`src/rtl/cbx_io_ccff_pkg.sv`:
```
// Shared constants and sizing helper for the CB/IO config-chain bank.
package cbx_io_ccff_pkg;

    localparam logic DIR_INPUT = 1'b1;

    function automatic int total_bits(input int cb, input int nio, input int w);
        return cb + nio * w;
    endfunction

endpackage

```
`src/rtl/ccff_shadow_chain.sv`:
```
// Shadow shift register for the config chain plus its load counter and overrun flag.
module ccff_shadow_chain #(
    parameter int TOTAL = 12
) (
    input  logic                       i_clk,
    input  logic                       i_rst,
    input  logic                       i_head,
    input  logic                       i_shift_en,
    input  logic                       i_clr,
    output logic                       o_tail,
    output logic [TOTAL-1:0]           o_shadow,
    output logic [$clog2(TOTAL+1)-1:0] o_cnt,
    output logic                       o_loaded,
    output logic                       o_overrun
);

    localparam int CNT_W = $clog2(TOTAL+1);

    logic [TOTAL-1:0] r_shadow;
    logic [CNT_W-1:0] r_cnt;
    logic             r_overrun;
    logic             w_loaded;

    assign w_loaded = (r_cnt == CNT_W'(TOTAL));

    always_ff @(posedge i_clk) begin
        if (i_rst) begin
            r_shadow  <= '0;
            r_cnt     <= '0;
            r_overrun <= 1'b0;
        end else begin
            if (i_shift_en) begin
                r_shadow <= {r_shadow[TOTAL-2:0], i_head};
                if (!w_loaded)
                    r_cnt <= r_cnt + CNT_W'(1);
                // Extra bits past a full load still shift through; only flag them.
                if (w_loaded)
                    r_overrun <= 1'b1;
            end
            if (i_clr) begin
                r_cnt     <= '0;
                r_overrun <= 1'b0;
            end
        end
    end

    assign o_tail    = r_shadow[TOTAL-1];
    assign o_shadow  = r_shadow;
    assign o_cnt     = r_cnt;
    assign o_loaded  = w_loaded;
    assign o_overrun = r_overrun;

endmodule

```
`src/rtl/cbx_io_ccff_bank.sv`:
```
// Double-buffered config bank for an edge tile: shadow chain, apply/commit logic,
// and isolation-aware pad direction register.
module cbx_io_ccff_bank
    import cbx_io_ccff_pkg::*;
#(
    parameter  int CB_BITS     = 96,
    parameter  int NUM_IO      = 4,
    parameter  int IO_CFG_BITS = 1,
    localparam int TOTAL       = total_bits(CB_BITS, NUM_IO, IO_CFG_BITS),
    localparam int CNT_W       = $clog2(TOTAL+1)
) (
    input  logic                          prog_clk,
    input  logic                          pReset,
    input  logic                          ccff_head,
    input  logic                          ccff_shift_en,
    input  logic                          ccff_apply,
    input  logic                          IO_ISOL_N,
    output logic                          ccff_tail,
    output logic [CB_BITS-1:0]            cb_cfg,
    output logic [NUM_IO*IO_CFG_BITS-1:0] io_cfg,
    output logic [NUM_IO-1:0]             gfpga_pad_EMBEDDED_IO_HD_SOC_DIR,
    output logic [CNT_W-1:0]              cfg_cnt,
    output logic                          cfg_loaded,
    output logic                          cfg_valid,
    output logic                          cfg_overrun,
    output logic                          apply_rej
);

    logic [TOTAL-1:0]  w_shadow;
    logic              w_loaded;
    logic              w_accept;
    logic [TOTAL-1:0]  r_active;
    logic              r_valid;
    logic              r_rej;
    logic [NUM_IO-1:0] r_dir;

    // A shift in the same cycle would change the shadow under the commit, so refuse it.
    assign w_accept = ccff_apply & w_loaded & ~ccff_shift_en;

    ccff_shadow_chain #(.TOTAL(TOTAL)) u_chain (
        .i_clk      (prog_clk),
        .i_rst      (pReset),
        .i_head     (ccff_head),
        .i_shift_en (ccff_shift_en),
        .i_clr      (w_accept),
        .o_tail     (ccff_tail),
        .o_shadow   (w_shadow),
        .o_cnt      (cfg_cnt),
        .o_loaded   (w_loaded),
        .o_overrun  (cfg_overrun)
    );

    always_ff @(posedge prog_clk) begin
        if (pReset) begin
            r_active <= '0;
            r_valid  <= 1'b0;
            r_rej    <= 1'b0;
            r_dir    <= {NUM_IO{DIR_INPUT}};
        end else begin
            if (w_accept) begin
                r_active <= w_shadow;
                r_valid  <= 1'b1;
            end
            r_rej <= ccff_apply & ~w_accept;
            for (int i = 0; i < NUM_IO; i++)
                r_dir[i] <= (IO_ISOL_N & r_valid) ? r_active[CB_BITS + i*IO_CFG_BITS] : DIR_INPUT;
        end
    end

    assign cb_cfg                           = r_active[CB_BITS-1:0];
    assign io_cfg                           = r_active[TOTAL-1:CB_BITS];
    assign gfpga_pad_EMBEDDED_IO_HD_SOC_DIR = r_dir;
    assign cfg_loaded                       = w_loaded;
    assign cfg_valid                        = r_valid;
    assign apply_rej                        = r_rej;

endmodule

```
`config.mk`:
```
export PLATFORM = sky130hd
export DESIGN_NAME = cbx_io_ccff_bank
export DESIGN_NICKNAME = d
export VERILOG_FILES = /design/src/rtl/cbx_io_ccff_pkg.sv /design/src/rtl/ccff_shadow_chain.sv /design/src/rtl/cbx_io_ccff_bank.sv
export SDC_FILE = /design/constraint.sdc
export NUM_CORES = 1
export LEC_CHECK = 0
export BUFFER_PORTS_ARGS = -buffer_cell sky130_fd_sc_hd__buf_2
export CORE_UTILIZATION = 40
export CTS_CLUSTER_DIAMETER = 200
export DETAILED_ROUTE_END_ITERATION = 8
export SYNTH_ARGS = -nofsm -noshare
export SYNTH_HDL_FRONTEND = slang
export SYNTH_SLANG_ARGS = --single-unit
```
`constraint.sdc`:
```
create_clock -name prog_clk -period 2.3 [get_ports prog_clk]
set_clock_uncertainty 0.1 [all_clocks]
set_input_delay 0.23 -clock prog_clk [delete_from_list [all_inputs] [get_ports prog_clk]]
set_output_delay 0.23 -clock prog_clk [all_outputs]
set_load 0.02 [all_outputs]
```
; ---- Word-level counts from Yosys, hierarchy flattened
; Index checks and enable logic that the tools add are counted.
[totals]
regBits = 214
latchBits = 0
ramBits = 0
romBits = 0
inputBits = 6
output_inout_bits = 116
wordCells = 21
n_memories = 0
[classes]
add_sub_neg = 1
mul = 0
div_mod_pow = 0
magnitude_cmp = 0
eq_ne = 1
shift = 0
n_mux = 0
n_bitwise = 8
n_reduce_logical = 4
[op_table]
columns = op, n
row1 = "adder 7 x 1 -> 7 bit, second input constant", 1
row2 = "equality test 7 bit, second input constant", 1
row3 = AND 1 bit, 4
row4 = inverter 1 bit, 4
row5 = AND reduction 2 bit, 2
row6 = OR reduction 2 bit, 2

; ---- Logic depth before layout (Yosys ltp)
[logic_depth]
word_depth = 5
depth_mapped = 7
depth_no_buf = 5

; ---- Modules after synthesis
; A second synthesis with hierarchy kept.
[unflattened]
cells_unflattened = 821
hier_area_um2 = 8623.3
[by_module_without_submodules]
columns = mod, instances, cells_each, area_each_um2, seq_area_each_um2
row1 = cbx_io_ccff_bank, 1, 449, 4685.7, 2122.0
row2 = ccff_shadow_chain, 1, 372, 3937.5, 2162.1

; ---- Least setup slack after synthesis
; Ideal clock, no wire load.
[synth_timing]
path_type = register to register
start = reg u_chain.r_cnt[0], in the netlist u_chain.o_cnt[0]
end = reg r_active[23]
setup_ns = 0.072
arrival_ns = 1.680
required_time_ns = 2.128
path_slack_ns = 0.449
stages_incl_launch_ff = 8
path_buffers = 2
synth_period_minus_slack_ns = 1.851
path_cell_list = dfxtp_1 inv_1 ha_1 nand2_1 nor4_4 buf_4 buf_6 mux2i_1
[synth_between]
elab_chain_len = 3
[synth_lines]
columns = element, line
row1 = "start, declared", ccff_shadow_chain.sv:20  ; logic [CNT_W-1:0] r_cnt;
row2 = "start signal, assigned", ccff_shadow_chain.sv:35  ; r_cnt <= r_cnt + CNT_W'(1);
row3 = equality test 7 bit, ccff_shadow_chain.sv:24  ; assign w_loaded = (r_cnt == CNT_W'(TOTAL));
row4 = AND 1 bit (2 in series), cbx_io_ccff_bank.sv:38  ; assign w_accept = ccff_apply & w_loaded & ~ccff_shift_en;
row5 = "end signal, assigned", cbx_io_ccff_bank.sv:61  ; r_active <= w_shadow;
row6 = "end, declared", cbx_io_ccff_bank.sv:32  ; logic [TOTAL-1:0] r_active;
; No other way between the ends.
; A chain may end at the register's enable or synchronous reset.

; ---- Worst setup path in the final report
[layout_timing]
start = reg u_chain.r_cnt[3], in the netlist u_chain.o_cnt[3]
end = out cfg_loaded
[layout_between]
elab_chain_len = 1
[layout_lines]
columns = element, line
row1 = equality test 7 bit, ccff_shadow_chain.sv:24
row2 = "end, declared", cbx_io_ccff_bank.sv:23  ; output logic cfg_loaded,
; No other way between the ends.

==> results.json <==
{
  "start_kind": "flip-flop",
  "max_freq_mhz": 482,
  "yosysTopAreaCell": "dfxtp_1",
  "synth_top_area_share": 0.533,
  "peakVddDrop_uv": 589,
  "drc": 0,
  "port-buffer-count": 121,
  "slew_violations": 0,
  "cts_tree": "yes",
  "critPathKind": "flip-flop to output pin",
  "status": "finished clean",
  "power_density_nw_per_um2": 790,
  "gr-usage-all-layers": 0.152,
  "dieArea_sq_um": 20700,
  "hold_viol": 0,
  "synth_area_sq_um": 8040,
  "worstPathCellList": "nor4bb_4 -> nand3_1 -> inv_1 -> buf_2",
  "synth_edf_count": 0,
  "ys_ff_latch": 214,
  "hold_path.class": "input pin to flip-flop",
  "worstMarginPinSlew_ns": 0.597,
  "whs_ns": 0.0625,
  "rows": 51,
  "clockBufferDepth": 3,
  "dieWidth_microns": 144,
  "grt_overflow": 0,
  "cts_root_buffer": "clkbuf_16",
  "ant_nets": 0,
  "arrival_ns": 1.74,
  "finalNetCount": 932,
  "yosys_warnings": 0,
  "initial_core_util": 0.410,
  "period_minus_slack_ns": 2.07,
  "syn2layout_area_growth_pct": 20.3,
  "dp_hpwl_microns": 9460,
  "setup_violations": 0,
  "wire_per_inst_microns": 13.0,
  "coreArea_sq_um": 19600,
  "yosysSeqAreaShare": 0.533,
  "max_cap_violations": 0,
  "grt_pass1_wl_microns": 25700,
  "finalSetupTns_ns": 0,
  "dr.first_iter.drc_count": 186,
  "wirelength_microns": 15700,
  "clk_pin_slew_ns": 0.06,
  "finalWeightedCongestion": 0.719,
  "ios": 122,
  "cts_buffers": 23,
  "slowest_stage": "dfxtp_1",
  "synth.avg_cell_area_sq_um": 9.75,
  "synth_cell_types": 29,
  "rsz0062_at_grt": "false",
  "leakage_nw": 3.94,
  "n_antenna_cell": 0,
  "clkLatencyLatePin_ns": 0.50,
  "cts_htree_levels": 1,
  "vias": 5617,
  "grt_max_degree": 108,
  "grt_pass1_vias": 5209,
  "first_pass_iters": 4,
  "worstSetupEndpointType": "output pin",
  "vias_per_cell": 4.67,
  "slew_headroom": 0.602,
  "syn_inst": 824,
  "nFillCells": 1881,
  "finalCritPeriodShare": 0.902,
  "async_flop_share": 0,
  "ys_top_cells_by_area": "dfxtp_1, mux2i_1, nand2_1",
  "postCtsSetupRepairBufs": 0,
  "synth_ff_type": "dfxtp_1",
  "dieHeight_microns": 144,
  "clock_sinks": 214,
  "path_buf_inv": 2,
  "layout-drive-gt1-share": 0.186,
  "cpPeakStageDelay_ns": 0.39,
  "required_ns": 1.97,
  "critical-path-top-delay-family": "simple AND/OR/NAND/NOR gates",
  "syn_nets": 832,
  "crit_fanout": 8,
  "antenna_found_initial": 0
}
## Yosys cell counts (2+ instances only)
cell type  instances
dfxtp_1          214
nand2_1          203
mux2i_1          200
nor2_1           104
clkbuf_1          35
buf_2             15
buf_6              6
inv_1              5
nand3_1            5
o21ai_0            5
or2_2              4
a211oi_1           3
or3_1              3
a21oi_1            2
a221oi_1           2
ha_1               2
nand4_1            2
o21a_1             2
o31ai_1            2
## layout make-up
| cell class | instances | area (sq um) | share of cell area |
|---|---|---|---|
| Clock inverter | 6 | 83.8 | 0.00867 |
| Inverter | 6 | 27.5 | 0.00285 |
| Clock buffer | 34 | 687 | 0.0710 |
| Timing Repair Buffer | 133 | 797 | 0.0824 |
| Tap cell | 265 | 332 | 0.0343 |
| Multi-Input combinational cell | 546 | 3460 | 0.358 |
| Sequential cell | 214 | 4280 | 0.443 |
## kinds of logic (layout without fill, tap and decap cells)
logic type               Yosys count  count (layout)  share of synthesized area
AO/OA/AOI/OAI                     18              18                     0.0157
XOR/XNOR                           1               1                    0.00109
adder cells (fa/ha/maj)            2               2                    0.00311
buffers and inverters             64             179                     0.0383
flip-flops                       214             214                      0.533
multiplexers                     200             200                      0.249
AND/OR/NAND/NOR                  325             325                      0.159
## placed cells by master, fill, tap and decap left out
master / n
a311o_1: 1
o221a_2: 1
nor2_1: 104
mux2i_1: 200
nand4_1: 2
inv_6: 2
a211oi_1: 3
nor4_4: 1
nand3_1: 5
or2_2: 4
nand4bb_1: 1
clkinv_2: 3
o31ai_1: 2
xor2_1: 1
a21oi_1: 2
clkbuf_16: 23
nand2_1: 203
o21ai_0: 5
bufinv_16: 2
dfxtp_1: 214
buf_4: 4
a221oi_1: 2
nor3_1: 1
clkbuf_8: 7
ha_1: 2
buf_12: 7
buf_6: 1
clkbuf_1: 4
inv_1: 5
buf_2: 119
o21a_1: 2
dlygate4sd3_1: 2
or3_1: 3
nor4bb_4: 1
## what timing repair did
| item | in CTS | in global routing |
|---|---|---|
| gates resized for setup | 0 | 2 |
| hold buffers | 2 | 0 |
| endpoints found under the hold margin | 2 | 0 |
| endpoints found under the setup margin | 0 | 1 |
## sequential cells by signal, indices dropped and copies added (netlist names)
register,cells
u_chain.o_shadow,100
cfg_valid,1
u_chain.o_cnt,7
apply_rej,1
u_chain.o_overrun,1
r_active,100
gfpga_pad_EMBEDDED_IO_HD_SOC_DIR,4
## layer usage
metal | track usage | vias up | wire length (microns)
li1 | - | 2916 | -
met1 | 0.213 | 2575 | 7840
met2 | 0.227 | 103 | 6530
met3 | 0.0463 | 23 | 1010
met4 | 0.0375 | 0 | 299
met5 | 0 | - | 0
## power by group
part,total (mW),switching [mW],internal [mW]
Combinational,0.223,0.154,0.0686
Clock,3.70,1.42,2.28
Sequential,3.72,0.00684,3.71
Total,7.64,1.58,6.06
## worst reg2reg max path: cells and delay by family, from the launching register on
family	cells	cell delay (ns)
buffers and inverters	2	0.48
AND/OR/NAND/NOR	2	0.47
flip-flops	1	0.35
multiplexers	1	0.35
adder cells (fa/ha/maj)	1	0.20
## final timing paths
kind,from,slack [ns],to,cells after the start
worst max register to register,u_chain.o_cnt[0]$_SDFFE_PP0P_,0.26,r_active[8]$_SDFFE_PP0P_,6
worst max-delay path,u_chain.o_cnt[3]$_SDFFE_PP0P_,0.23,cfg_loaded,4
worst min-delay path,pReset,0.06,r_active[59]$_SDFFE_PP0P_,4
worst min register to register,r_active[83]$_SDFFE_PP0P_,0.35,r_active[83]$_SDFFE_PP0P_,2
## per-stage QoR
stage	std cells	setup WS (ns)	power (mW)	instance area [sq um]	util
2_1_floorplan	824	0.449	3.97	8040	-
3_3_place_gp	1162	0.385	4.03	8860	0.452
3_5_place_dp	1162	0.322	4.03	8860	0.452
4_1_cts	1204	0.109	7.78	9650	0.493
5_1_grt	1204	0.0506	7.96	9670	0.494
6_report	1204	0.225	7.64	9670	0.494
Power figures use the tool's default switching activity.
